**config.mk**
```make
export PLATFORM = sky130hd
export DESIGN_NAME = systolic_row_engine
export DESIGN_NICKNAME = d
export VERILOG_FILES = /design/src/rtl/systolic_row_engine.sv
export SDC_FILE = /design/constraint.sdc
export NUM_CORES = 1
export LEC_CHECK = 0
export CORE_MARGIN = 5
export CORE_UTILIZATION = 63
export CTS_CLUSTER_SIZE = 28
export DETAILED_ROUTE_END_ITERATION = 6
export GPL_TIMING_DRIVEN = 0
export PLACE_DENSITY = 0.91
export SETUP_SLACK_MARGIN = 0.2
export SLEW_MARGIN = 0
export SYNTH_ARGS = -nofsm -noshare
export SYNTH_HDL_FRONTEND = slang
export SYNTH_SLANG_ARGS = --single-unit
```
**constraint.sdc**
```tcl
create_clock -name clk -period 6.91 [get_ports clk]
set_input_delay 1.7275 -clock clk [delete_from_list [all_inputs] [get_ports clk]]
set_output_delay 1.7275 -clock clk [all_outputs]
set_load 0.05 [all_outputs]
```
**src/rtl/systolic_row_engine.sv**
```systemverilog
// One row of N_MACS weight-stationary MAC lanes fed by a skewed activation chain.
// Results are held behind a res_valid/res_ready handshake until accepted.
module systolic_row_engine #(
    parameter int W      = 8,
    parameter int ACC_W  = 16,
    parameter int N_MACS = 4,
    parameter int K_MAX  = 16,
    parameter int KW     = $clog2(K_MAX + 1)
) (
    input  logic                    clk,
    input  logic                    rst,
    input  logic                    start_weight,
    input  logic                    start_compute,
    input  logic                    clear_all,
    input  logic [2:0]              mode,
    input  logic [KW-1:0]           k_len,
    input  logic                    w_in_valid,
    output logic                    w_in_ready,
    input  logic [W-1:0]            w_in_data,
    input  logic                    a_in_valid,
    output logic                    a_in_ready,
    input  logic [W-1:0]            a_in_data,
    output logic [N_MACS*ACC_W-1:0] acc_out,
    output logic [N_MACS-1:0]       valid_out,
    output logic                    res_valid,
    input  logic                    res_ready,
    output logic                    busy
);
    localparam int WCW = (N_MACS > 1) ? $clog2(N_MACS) : 1;

    typedef enum logic [2:0] {
        S_IDLE,
        S_LOAD_W,
        S_COMPUTE,
        S_DRAIN,
        S_RESULT
    } state_e;

    state_e                  state_q, state_d;
    logic [WCW-1:0]          wcnt_q;
    logic [KW-1:0]           cnt_q, keff_q, k_in;
    logic [1:0]              mode_q;
    logic signed [W-1:0]     w_q       [N_MACS];
    logic signed [W-1:0]     ch_data_q [N_MACS];
    logic [N_MACS-1:0]       ch_vld_q, ch_last_q, last_q, valid_q;
    logic signed [ACC_W-1:0] acc_q     [N_MACS];
    logic signed [ACC_W-1:0] acc_d     [N_MACS];
    logic signed [2*W-1:0]   prod      [N_MACS];
    logic signed [ACC_W:0]   sum       [N_MACS];
    logic                    w_acc, a_acc, a_last, start_c, res_acc;

    assign k_in      = (k_len > KW'(K_MAX)) ? KW'(K_MAX) : k_len;
    assign w_acc     = w_in_valid && w_in_ready;
    assign a_acc     = a_in_valid && a_in_ready;
    assign a_last    = a_acc && (cnt_q == keff_q - KW'(1));
    assign start_c   = (state_q == S_IDLE) && !start_weight && start_compute;
    assign res_valid = (state_q == S_RESULT) && (&valid_q);
    assign res_acc   = res_valid && res_ready;
    assign busy      = (state_q != S_IDLE);
    assign valid_out = valid_q;

    always_comb begin
        state_d    = state_q;
        w_in_ready = 1'b0;
        a_in_ready = 1'b0;
        unique case (state_q)
            S_IDLE: begin
                if (start_weight) begin
                    state_d = S_LOAD_W;
                end else if (start_compute) begin
                    state_d = (k_in == '0) ? S_RESULT : S_COMPUTE;
                end
            end
            S_LOAD_W: begin
                w_in_ready = 1'b1;
                if (w_in_valid && wcnt_q == WCW'(N_MACS - 1)) begin
                    state_d = S_IDLE;
                end
            end
            S_COMPUTE: begin
                a_in_ready = (cnt_q < keff_q);
                if (a_last) begin
                    state_d = S_DRAIN;
                end
            end
            S_DRAIN: begin
                if (last_q[N_MACS-1]) begin
                    state_d = S_RESULT;
                end
            end
            S_RESULT: begin
                if (res_acc) begin
                    state_d = S_IDLE;
                end
            end
            default: state_d = S_IDLE;
        endcase
        if (clear_all) begin
            state_d = S_IDLE;
        end
    end

    // One guard bit above ACC_W detects overflow for the saturating mode.
    always_comb begin
        for (int i = 0; i < N_MACS; i++) begin
            prod[i] = (2*W)'(w_q[i]) * (2*W)'(ch_data_q[i]);
            sum[i]  = (ACC_W+1)'(acc_q[i]) + (ACC_W+1)'(prod[i]);
            acc_d[i] = sum[i][ACC_W-1:0];
            if (mode_q[0] && (sum[i][ACC_W] != sum[i][ACC_W-1])) begin
                acc_d[i] = sum[i][ACC_W] ? {1'b1, {(ACC_W-1){1'b0}}}
                                         : {1'b0, {(ACC_W-1){1'b1}}};
            end
        end
    end

    always_comb begin
        acc_out = '0;
        for (int i = 0; i < N_MACS; i++) begin
            acc_out[i*ACC_W +: ACC_W] =
                (mode_q[1] && acc_q[i][ACC_W-1]) ? '0 : acc_q[i];
        end
    end

    always_ff @(posedge clk) begin
        if (rst) begin
            state_q   <= S_IDLE;
            wcnt_q    <= '0;
            cnt_q     <= '0;
            keff_q    <= '0;
            mode_q    <= '0;
            ch_vld_q  <= '0;
            ch_last_q <= '0;
            last_q    <= '0;
            valid_q   <= '0;
            for (int i = 0; i < N_MACS; i++) begin
                w_q[i]       <= '0;
                ch_data_q[i] <= '0;
                acc_q[i]     <= '0;
            end
        end else if (clear_all) begin
            state_q   <= S_IDLE;
            wcnt_q    <= '0;
            cnt_q     <= '0;
            ch_vld_q  <= '0;
            ch_last_q <= '0;
            last_q    <= '0;
            valid_q   <= '0;
            for (int i = 0; i < N_MACS; i++) begin
                ch_data_q[i] <= '0;
                acc_q[i]     <= '0;
            end
        end else begin
            state_q <= state_d;
            if (w_acc) begin
                w_q[wcnt_q] <= w_in_data;
                wcnt_q <= (wcnt_q == WCW'(N_MACS - 1)) ? '0 : wcnt_q + WCW'(1);
            end
            ch_data_q[0] <= a_in_data;
            ch_vld_q[0]  <= a_acc;
            ch_last_q[0] <= a_last;
            for (int i = 1; i < N_MACS; i++) begin
                ch_data_q[i] <= ch_data_q[i-1];
                ch_vld_q[i]  <= ch_vld_q[i-1];
                ch_last_q[i] <= ch_last_q[i-1];
            end
            if (a_acc) begin
                cnt_q <= cnt_q + KW'(1);
            end
            // last_q marks the lane whose final update just landed.
            last_q  <= ch_vld_q & ch_last_q;
            valid_q <= valid_q | last_q;
            for (int i = 0; i < N_MACS; i++) begin
                if (ch_vld_q[i]) begin
                    acc_q[i] <= acc_d[i];
                end
            end
            if (start_c) begin
                mode_q <= mode[1:0];
                keff_q <= k_in;
                cnt_q  <= '0;
                if (!mode[2]) begin
                    for (int i = 0; i < N_MACS; i++) begin
                        acc_q[i] <= '0;
                    end
                end
                if (k_in == '0) begin
                    valid_q <= '1;
                end
            end
            if (res_acc) begin
                valid_q <= '0;
            end
        end
    end
endmodule
```
---- After elaboration in Yosys (flattened, before gate mapping) ----
Memories as Yosys holds them, arrays and structs flattened.
Cells that the tools add are included.
Widths: inputs -> output; s select.
word-level totals
  memories ................................ 3
  output and inout bits ................... 72
  register bits ........................... 33
  bits in writable memories ............... 128
  logic and storage cells ................. 172
  input bits .............................. 32
operators by class
  bitwise gates (word level) .............. 23
  magnitude comparators ................... 2
  add/subtract/negate cells ............... 7
  reductions and logical operators ........ 27
  multiplexer cells ....................... 82
  equality and inequality tests ........... 15
  multipliers ............................. 4
memory list
  memory     depth  width  rd ports  clocked after Yosys merged registers in  write ports  RTL line  text
  acc_q      4      16     4         0                                        4            46        logic signed [ACC_W-1:0] acc_q [N_MACS];
  ch_data_q  4      8      4         0                                        4            44        logic signed [W-1:0] ch_data_q [N_MACS];
  w_q        4      8      4         0                                        4            43        logic signed [W-1:0] w_q [N_MACS];
operators by type and width
  kind                 number
  $mux 16              24
  $mux 8               9
  $add 16x16->17       4
  $mul 8x8->16         4
  $mux 1               36
  $mux 3               7
  $or 1x1->1           20
  $logic_and 1x1->1    16
  $pmux 3 s5           1
  $mux 4               2
  $ne 2x2->1 const B   4
  $reduce_or 8->1      1
  $eq 3x2->1 const B   2
  $reduce_or 3->1      2
  $add 5x1->5 const B  1
  $eq 5x5->1           1
  $gt 5x5->1 const B   1
  $logic_not 5->1      1
  $lt 5x5->1           1
  $mux 5               1
  $reduce_and 5->1     1
  $sub 5x1->5 const B  1
  $and 4x4->4          1
  $mux 2               2
  14 further kinds     17

---- Longest topological paths before layout ----
Gate-level depths: netlist (run 1).
  word-level depth ........................ 9
  mapped depth ............................ 22
  gate-level depth less buffers ........... 20

---- Worst setup path after synthesis (run 1) ----
OpenSTA, ideal clock, no wires.
  path kind ............................... flip-flop to flip-flop
  from .................................... mem ch_data_q[0][0]
  to ...................................... mem acc_q[0][10]
  required time ........................... 6.778 ns
  slack ................................... 1.111 ns
  stages on the path, launching flop included .. 20
  library setup time ...................... 0.132 ns
  arrival ................................. 5.667 ns
  path buffers ............................ 2
  clock period less this slack ............ 5.799 ns
  path through ............................ edfxtp_1 clkbuf_1 and2_1 inv_1 fa_1 inv_1 fa_1 fa_1 fa_1 fa_1 ha_1 and3_1 and2_1 a211oi_1 mux2_4 or3_4 o21a_1 buf_2 o21ai_0 a21oi_1
RTL lines
  what         RTL line
  from (decl)  44
  to (decl)    46

==> results.md, run 1 <==
* Status: finished clean
* # IOs at 104
* Post-synth EDFFs at 72
* Final hold vios at 0
* Yosys top cell by area: fa_1
* Endpoints failing setup at 0
* Die ar. at 34200 µm²
* Min Tclk post-route at 6.36 ns
* Synth Instances at 1982
* Number of vias per cell at 5.85
* Post-synth ARST share at 0%
* Clock Skew at 0.0153 ns
* Layout cells sized above 1 at 3.65%
* Remaining Overflow, GRT at 0
* GRT Overall Usage at 29.7%
* Arrival @ worst endpoint at 6.73 ns
* Max-cap violations at 0
* Vias in the first global route at 16400
* Clk pwr share at 24.4%
* Num CTS Buffers at 17
* Crit-path slowest cell: fa_1
* Logic pwr share at 48.9%
* Final wirelength at 48700 µm
* Startpoint types: flop
* FF+latch area at 3940 µm²
* Leak at 10.1 nW
* Setup Crit Path Kind: reg -> reg
* Area grow syn2layout at 11.4%
* Top cell type's share of synthesized area at 31.6%
* Cts hold-fix bufs at 0
* Drt drc at 0
* Starting DRT DRC Count at 1243
* Mapped Avg Cell Area at 9.72 µm²
* Die X-Extent at 185 µm
* Top post-synthesis cells by area: fa_1 32%, edfxtp_1 11%, ha_1 11%
* RSZ-0062 raised after global routing: no
* First-pass GRT wire length at 80400 µm
* CP top delay family: adder cells
* NetSw at 1.61 mW
* Yosys warnings at 0
* Layout Nets at 2626
* CTS tree: yes
* Maximum vdd ir drop at 190 µV
* Post-CTS Resized at 0
* GPL Wtd Cong at 0.935
* Finished Layout Cells at 2537
* Vias post-DR at 14800
* Sequential share of the synthesized area at 20.5%
* Placed cells at 2503
* Pwr dens at 185 nW/µm²
* Actual slew at the worst max-slew pin at 1.26 ns
* Die Height at 185 µm
* Critical path buffer and inverter count at 4
* Post-synth cell types at 68
* Crit Path Max Fanout at 10
* Initial antenna violation count at 0
* Clock-pin slew on the worst setup and hold paths at 0.07 ns
* Levels on crit path at 19
* Achievable clock frequency at 0.157 GHz
* Dpl hpwl at 37700 µm
* Top cell by count, worst path: fa_1
* Dominant cell by count in the synthesized netlist: inv_1
* Synthesized flop and latch total at 161
* Clk_lat worst skew at 0.44 ns
* Largest net degree at the start of global routing at 17
* Seq pwr share at 26.7%
* Initial Utilization at 63.3%
* Sw Ratio at 40.5%
* Clk buf depth at 2
* # port buffers at 102
* Top post-synthesis cells by count: 372 x inv_1, 304 x fa_1, 234 x and2_1
* P_int at 2.36 mW
* Core area at 30400 µm²
* Rows at 64
* Number of antenna-violating nets in the routed design at 0
* Htree depth at 4
* Slew HR at 15.5%
* Routed WL per cell at 19.2 µm
* Worst Hold Class: reg -> reg
* Hold Path Depth at 2
* Pins over their slew limit at 0
* Critical path cell sequence: clkbuf_1 -> and2_2 -> inv_1 -> fa_1 -> inv_1 -> fa_1 -> fa_1 -> fa_1 -> fa_1 -> ha_1 -> o211ai_1 -> a21oi_1 -> o211ai_1 -> a31oi_1 -> xnor2_1 -> mux2i_4 -> buf_6 -> o21ai_2 -> a21oi_1
* Worst reg2reg path depth at 19
* Mapped cell area at 19300 µm²
* CTS Sinks at 161
* DRT Pass-1 Iters at 7
* Setup TNS at 0 ns
* Ys flop type: dfxtp_1
* Clock root buffer master: clkbuf_16
* Postcts setup bufs at 0
* FILL cells at 2014
* Data required time of the critical path at 7.27 ns
* Slowest stage delay, CP at 0.59 ns
* CP endpoint kind: flop
* Area of the multi-input gates at 13800 µm²
* Final period utilization at 92.1%
stage by stage:
stage	utilization (%)	power (mW)	cell area, µm²	hold WS (ns)	worst slack, ns
6_report	70.5	3.97	21500	0.455	0.545
2_1_floorplan	-	2.49	19400	0.421	1.11
4_1_cts	70.5	3.93	21500	0.452	0.349
3_3_place_gp	68.6	2.82	20900	0.436	0.569
5_1_grt	70.5	4.21	21500	0.468	0.209
3_5_place_dp	68.6	2.93	20900	0.443	0.422
area by class of cell:
cell class | count | share of cell area [%]
Antenna cell | 2 | 0.0233
Buffer | 46 | 0.956
Clock buffer | 18 | 2.05
Clock inverter | 14 | 0.670
Inverter | 376 | 6.58
Multi-Input combinational cell | 1422 | 64.3
Sequential cell | 161 | 18.4
Tap cell | 396 | 2.31
Timing Repair Buffer | 102 | 4.76
metal layers:
metal | global-route usage (%) | vias to the layer above | part of all wire (%)
li1 | - | 6537 | -
met4 | 14.8 | 0 | 5.3
met3 | 5.81 | 207 | 8.1
met1 | 35.4 | 7307 | 36
met2 | 51.6 | 798 | 51
met5 | 0 | - | 0
worst min-delay path, stage by stage (launching register included):
cell	delay, ns
dfxtp_1	0.31
nand2_1	0.05
a21oi_1	0.05
registers in the layout, indices dropped and copies added, names as in the netlist:
register / count
w_q: 32
mode_q: 2
acc_q: 64
ch_last_q: 4
keff_q: 5
state_q: 3
ch_vld_q: 4
valid_out: 4
cnt_q: 5
ch_data_q: 32
last_q: 4
wcnt_q: 2
power by group through the flow:
stage / combinational (mW) / clock, mW / sequential [mW]
2_1_floorplan: 1.43 / 0 / 1.06
3_3_place_gp: 1.75 / 0 / 1.08
3_5_place_dp: 1.85 / 0 / 1.08
4_1_cts: 1.91 / 0.962 / 1.06
5_1_grt: 2.14 / 1.00 / 1.06
6_report: 1.94 / 0.968 / 1.06
placed cells by master (no fill, tap or decap), drive strengths merged, types with 11 or more instances in the layout:
cell type | netlist | final
a211oi | 35 | 35
a21oi | 137 | 137
and2 | 234 | 234
clkbuf | 36 | 54
clkdlybuf4s50 | 0 | 102
conb | 1 | 24
dfxtp | 89 | 89
edfxtp | 72 | 72
fa | 304 | 304
ha | 164 | 164
inv | 372 | 381
nand2 | 144 | 144
nor2 | 79 | 79
nor2b | 11 | 11
nor3 | 19 | 19
o21a | 26 | 26
o21ai | 43 | 43
xnor2 | 61 | 61
xor2 | 16 | 16
worst paths after layout:
check,from,endpoint,slack [ns]
hold reg to reg,acc_q[0][1]$_SDFFE_PP0P_,acc_q[0][1]$_SDFFE_PP0P_,0.45
hold / removal,acc_q[0][1]$_SDFFE_PP0P_,acc_q[0][1]$_SDFFE_PP0P_,0.45
setup / recovery,ch_data_q[0][0]$_SDFFCE_PN0P_,acc_q[0][14]$_SDFFE_PP0P_,0.55
setup reg to reg,ch_data_q[0][0]$_SDFFCE_PN0P_,acc_q[0][14]$_SDFFE_PP0P_,0.55
cells by family after synthesis:
logic type,synth area share (%)
buffers and inverters,8.38
DFF,20.5
and+or+nand+nor,14.9
muxes,0.461
other,0.0195
xor gates and xnor gates,3.50
adders and majority gates,42.2
AOI/OAI and AO/OA,10.0
Power figures use the tool's default switching activity.
==> run 2, diff against run 1 <==
CORE_UTILIZATION = 57   (was 63)
PLACE_DENSITY = 0.87   (was 0.91)
TNS_END_PERCENT = 1   (was not set)
clock period = 5.8 ns   (was 6.91 ns; I/O delays follow)
==> run 2 against run 1 <==
Effect of this change: utilization decreased by 4.1 points; combinational power increased by 41%; register-to-register slack worse by 0.46 ns; sequential cell count is the same; hold slack improved by 0.0037 ns; final area rose by 3.5%; largest power group unchanged; fmax rose by 11%; count of clock-buffer cells in the layout up 1; clock skew is 0.0056 ns lower; wire length rose by 2.3%; sequential share of layout area decreased by 0.63 points.
==> results.md, run 2 (synthesis gave the netlist of run 1 again) <==
* Pins over their slew limit at 0 (unchanged)
* Initial antenna violation count at 0 (unchanged)
* Slew HR at 17.4% (+1.9 points)
* Worst Hold Class: reg -> reg
* Status: finished clean
* Remaining Overflow, GRT at 0 (unchanged)
* Largest net degree at the start of global routing at 18 (+1)
* Die ar. at 37600 µm² (+9.9%)
* Final period utilization at 98.5% (+6.4 points)
* Finished Cell Area at 22200 µm² (+3.5%)
* CP endpoint kind: flop
* R2r endpoint: acc_q[0][14]$_SDFFE_PP0P_
* Leak at 10.4 nW (+2.9%)
* Top Registers: acc_q (64), ch_data_q (32), w_q (32)
* Placed cell areas at 20900 µm² (+0.32%)
* Routed WL per cell at 18.9 µm (-1.5%)
* CTS tree: yes
* Hold_sp: acc_q[0][2]$_SDFFE_PP0P_
* Clk buf depth at 2 (unchanged)
* PnR worst setup slack at 0.0853 ns (-0.460 ns)
* Layout Nets at 2671 (+1.7%)
* Number of vias per cell at 5.67 (-3.2%)
* First-pass GRT wire length at 78800 µm (-2.0%)
* Max-cap violations at 0 (unchanged)
* Largest register FFs at 64 (unchanged)
* GRT Overall Usage at 25.8% (-3.9 points)
* Rows at 67 (+4.7%)
* Number of antenna-violating nets in the routed design at 0 (unchanged)
* Clock Skew at 0.00972 ns (-0.00562 ns)
* Min Tclk post-route at 5.71 ns (-0.650 ns)
* Endpoints failing setup at 0 (unchanged)
* Arrival @ worst endpoint at 6.09 ns (-0.64 ns)
* Achievable clock frequency at 0.175 GHz (+11%)
* Clock root buffer master: clkbuf_16
* Most frequent cells in the layout: 371 x inv_1, 301 x fa_1, 223 x and2_1
* DRT Pass-1 Iters at 6 (-1)
* Actual slew at the worst max-slew pin at 1.23 ns (-0.0282 ns)
* Startpoint types: flop
* Htree depth at 4 (unchanged)
* Core area at 33400 µm² (+9.9%)
* Die Height at 194 µm (+4.9%)
* Hold_ws at 0.458 ns (+0.00372 ns)
* Commonest non-fill, non-tap cell in the layout: inv_1
* CTS Sinks at 161 (unchanged)
* Hold Path Depth at 2 (unchanged)
* RSZ-0062 raised after global routing: yes
* Worst r2r src: w_q[0][5]$_SDFFCE_PN0P_
* Hold EP: acc_q[0][2]$_SDFFE_PP0P_
* Drt drc at 0 (unchanged)
* Final hold vios at 0 (unchanged)
* GPL Wtd Cong at 0.923 (-1.3%)
* Starting DRT DRC Count at 1258 (+1.2%)
* Crit Path Max Fanout at 6 (-4)
* Final wirelength at 49800 µm (+2.3%)
* Pwr dens at 231 nW/µm² (+25%)
* Pre-CTS setup slack at -0.628 ns (-1.05 ns)
* FILL cells at 2360 (+17%)
* Clk_lat worst skew at 0.45 ns (about the same)
* Num CTS Buffers at 17 (unchanged)
* Dpl hpwl at 37700 µm (about the same)
* # port buffers at 102 (unchanged)
* Worst reg2reg path depth at 19 (unchanged)
* Area grow syn2layout at 15.3%
* Vias in the first global route at 15900 (-3.0%)
* Data required time of the critical path at 6.17 ns (-1.10 ns)
* Reg2reg setup slack at 0.09 ns (-0.46 ns)
* Most flop-heavy register: acc_q
* Vias post-DR at 14900 (+0.48%)
* Setup Crit Path Kind: reg -> reg
* # IOs at 104 (unchanged)
* Layout cells sized above 1 at 8.06% (+4.4 points)
* Initial Utilization at 57.6% (-5.7 points)
* Clock-pin slew on the worst setup and hold paths at 0.07 ns (about the same)
* Die X-Extent at 194 µm (+4.9%)
* Maximum vdd ir drop at 281 µV (+48%)
## run 2: cell types whose count changed in the layout (fill, tap and decap cells not counted), moves of 6 or more
| cell | previous run | this run |
|---|---|---|
| and2_1 | 230 | 223 |
| and2_4 | 0 | 9 |
| buf_4 | 3 | 44 |
| buf_6 | 2 | 8 |
| ha_1 | 164 | 152 |
| ha_4 | 0 | 12 |
## run 2: area by class of cell
| class | count | area, µm² | share of cell area (%) |
|---|---|---|---|
| antenna | 1 | 2.50 | 0.0113 |
| buffer | 46 | 233 | 1.05 |
| clock buffer | 19 | 454 | 2.04 |
| clock inverter | 13 | 111 | 0.501 |
| inverter | 376 | 1420 | 6.41 |
| multi-input combinational | 1422 | 14100 | 63.5 |
| sequential | 161 | 3940 | 17.7 |
| tap | 448 | 561 | 2.52 |
| timing repair buffer | 147 | 1390 | 6.24 |
## run 2: power by group
part           switching [mW]  internal [mW]  leakage (nW)
combinational            1.52           1.22          8.68
sequential             0.0448           1.21          1.47
clock                   0.547          0.590         0.283
## run 2: worst max-delay path by stage
stage / from / to / slack (ns)
2_1_floorplan: ch_data_q[3][0]$_SDFFCE_PN0P_ / acc_q[3][10]$_SDFFCE_PP0P_ / 0.20
3_5_place_dp: ch_data_q[2][0]$_SDFFE_PP0P_ / acc_q[2][12]$_SDFFE_PP0P_ / -0.63
6_report: w_q[0][5]$_SDFFCE_PN0P_ / acc_q[0][14]$_SDFFE_PP0P_ / 0.09
5_1_grt: acc_q[0][15]$_SDFFE_PP0P_ / acc_q[0][14]$_SDFFE_PP0P_ / -0.11
4_1_cts: ch_data_q[1][1]$_SDFFCE_PN0P_ / acc_q[1][13]$_SDFFE_PP0P_ / 0.14
3_3_place_gp: ch_data_q[2][0]$_SDFFE_PP0P_ / acc_q[2][13]$_SDFFE_PP0P_ / -0.46
## run 2: layer usage
metal / GRT usage, % / wire [µm]
met5: 0 / 0
met2: 46.5 / 25900
met4: 9.92 / 2020
met1: 31.3 / 18600
met3: 3.86 / 3240
## run 2: repair_timing
item                       in CTS  in global routing
setup buffers                  14                 30
setup endpoints to repair      64                 61
gates resized for setup        43                 44
gates cloned                    1                  0
pin swaps                       5                 28
hold buffers                    0                  0
## run 2: through the flow
stage	utilization (%)	power, mW	TNS (ns)	std cells
final	66.4	5.13	0	2633
after global routing	66.4	5.42	-1.44	2632
after CTS	65.1	4.79	0	2602
after detailed placement	62.6	3.48	-26.41	2555
after global placement	62.6	3.38	-19.31	2555
after floorplan	-	2.97	0	2005
## run 2: critical path: stages (launching register included)
cell	delay, ns
edfxtp_1	0.55
buf_6	0.19
and2_1	0.16
fa_1	0.52
inv_1	0.07
fa_1	0.50
inv_1	0.06
fa_1	0.51
fa_1	0.46
ha_1	0.33
ha_4	0.25
and3_4	0.19
a21boi_1	0.13
a211oi_2	0.23
mux2_4	0.37
or3_4	0.43
mux2i_4	0.31
buf_6	0.18
o21ai_2	0.06
a21oi_1	0.15
==> run 3, diff against run 2 <==
CTS_CLUSTER_DIAMETER = 60   (was not set)
==> results of run 3 <==
Same layout as run 2: the final DEF is identical, and so are final timing and power.
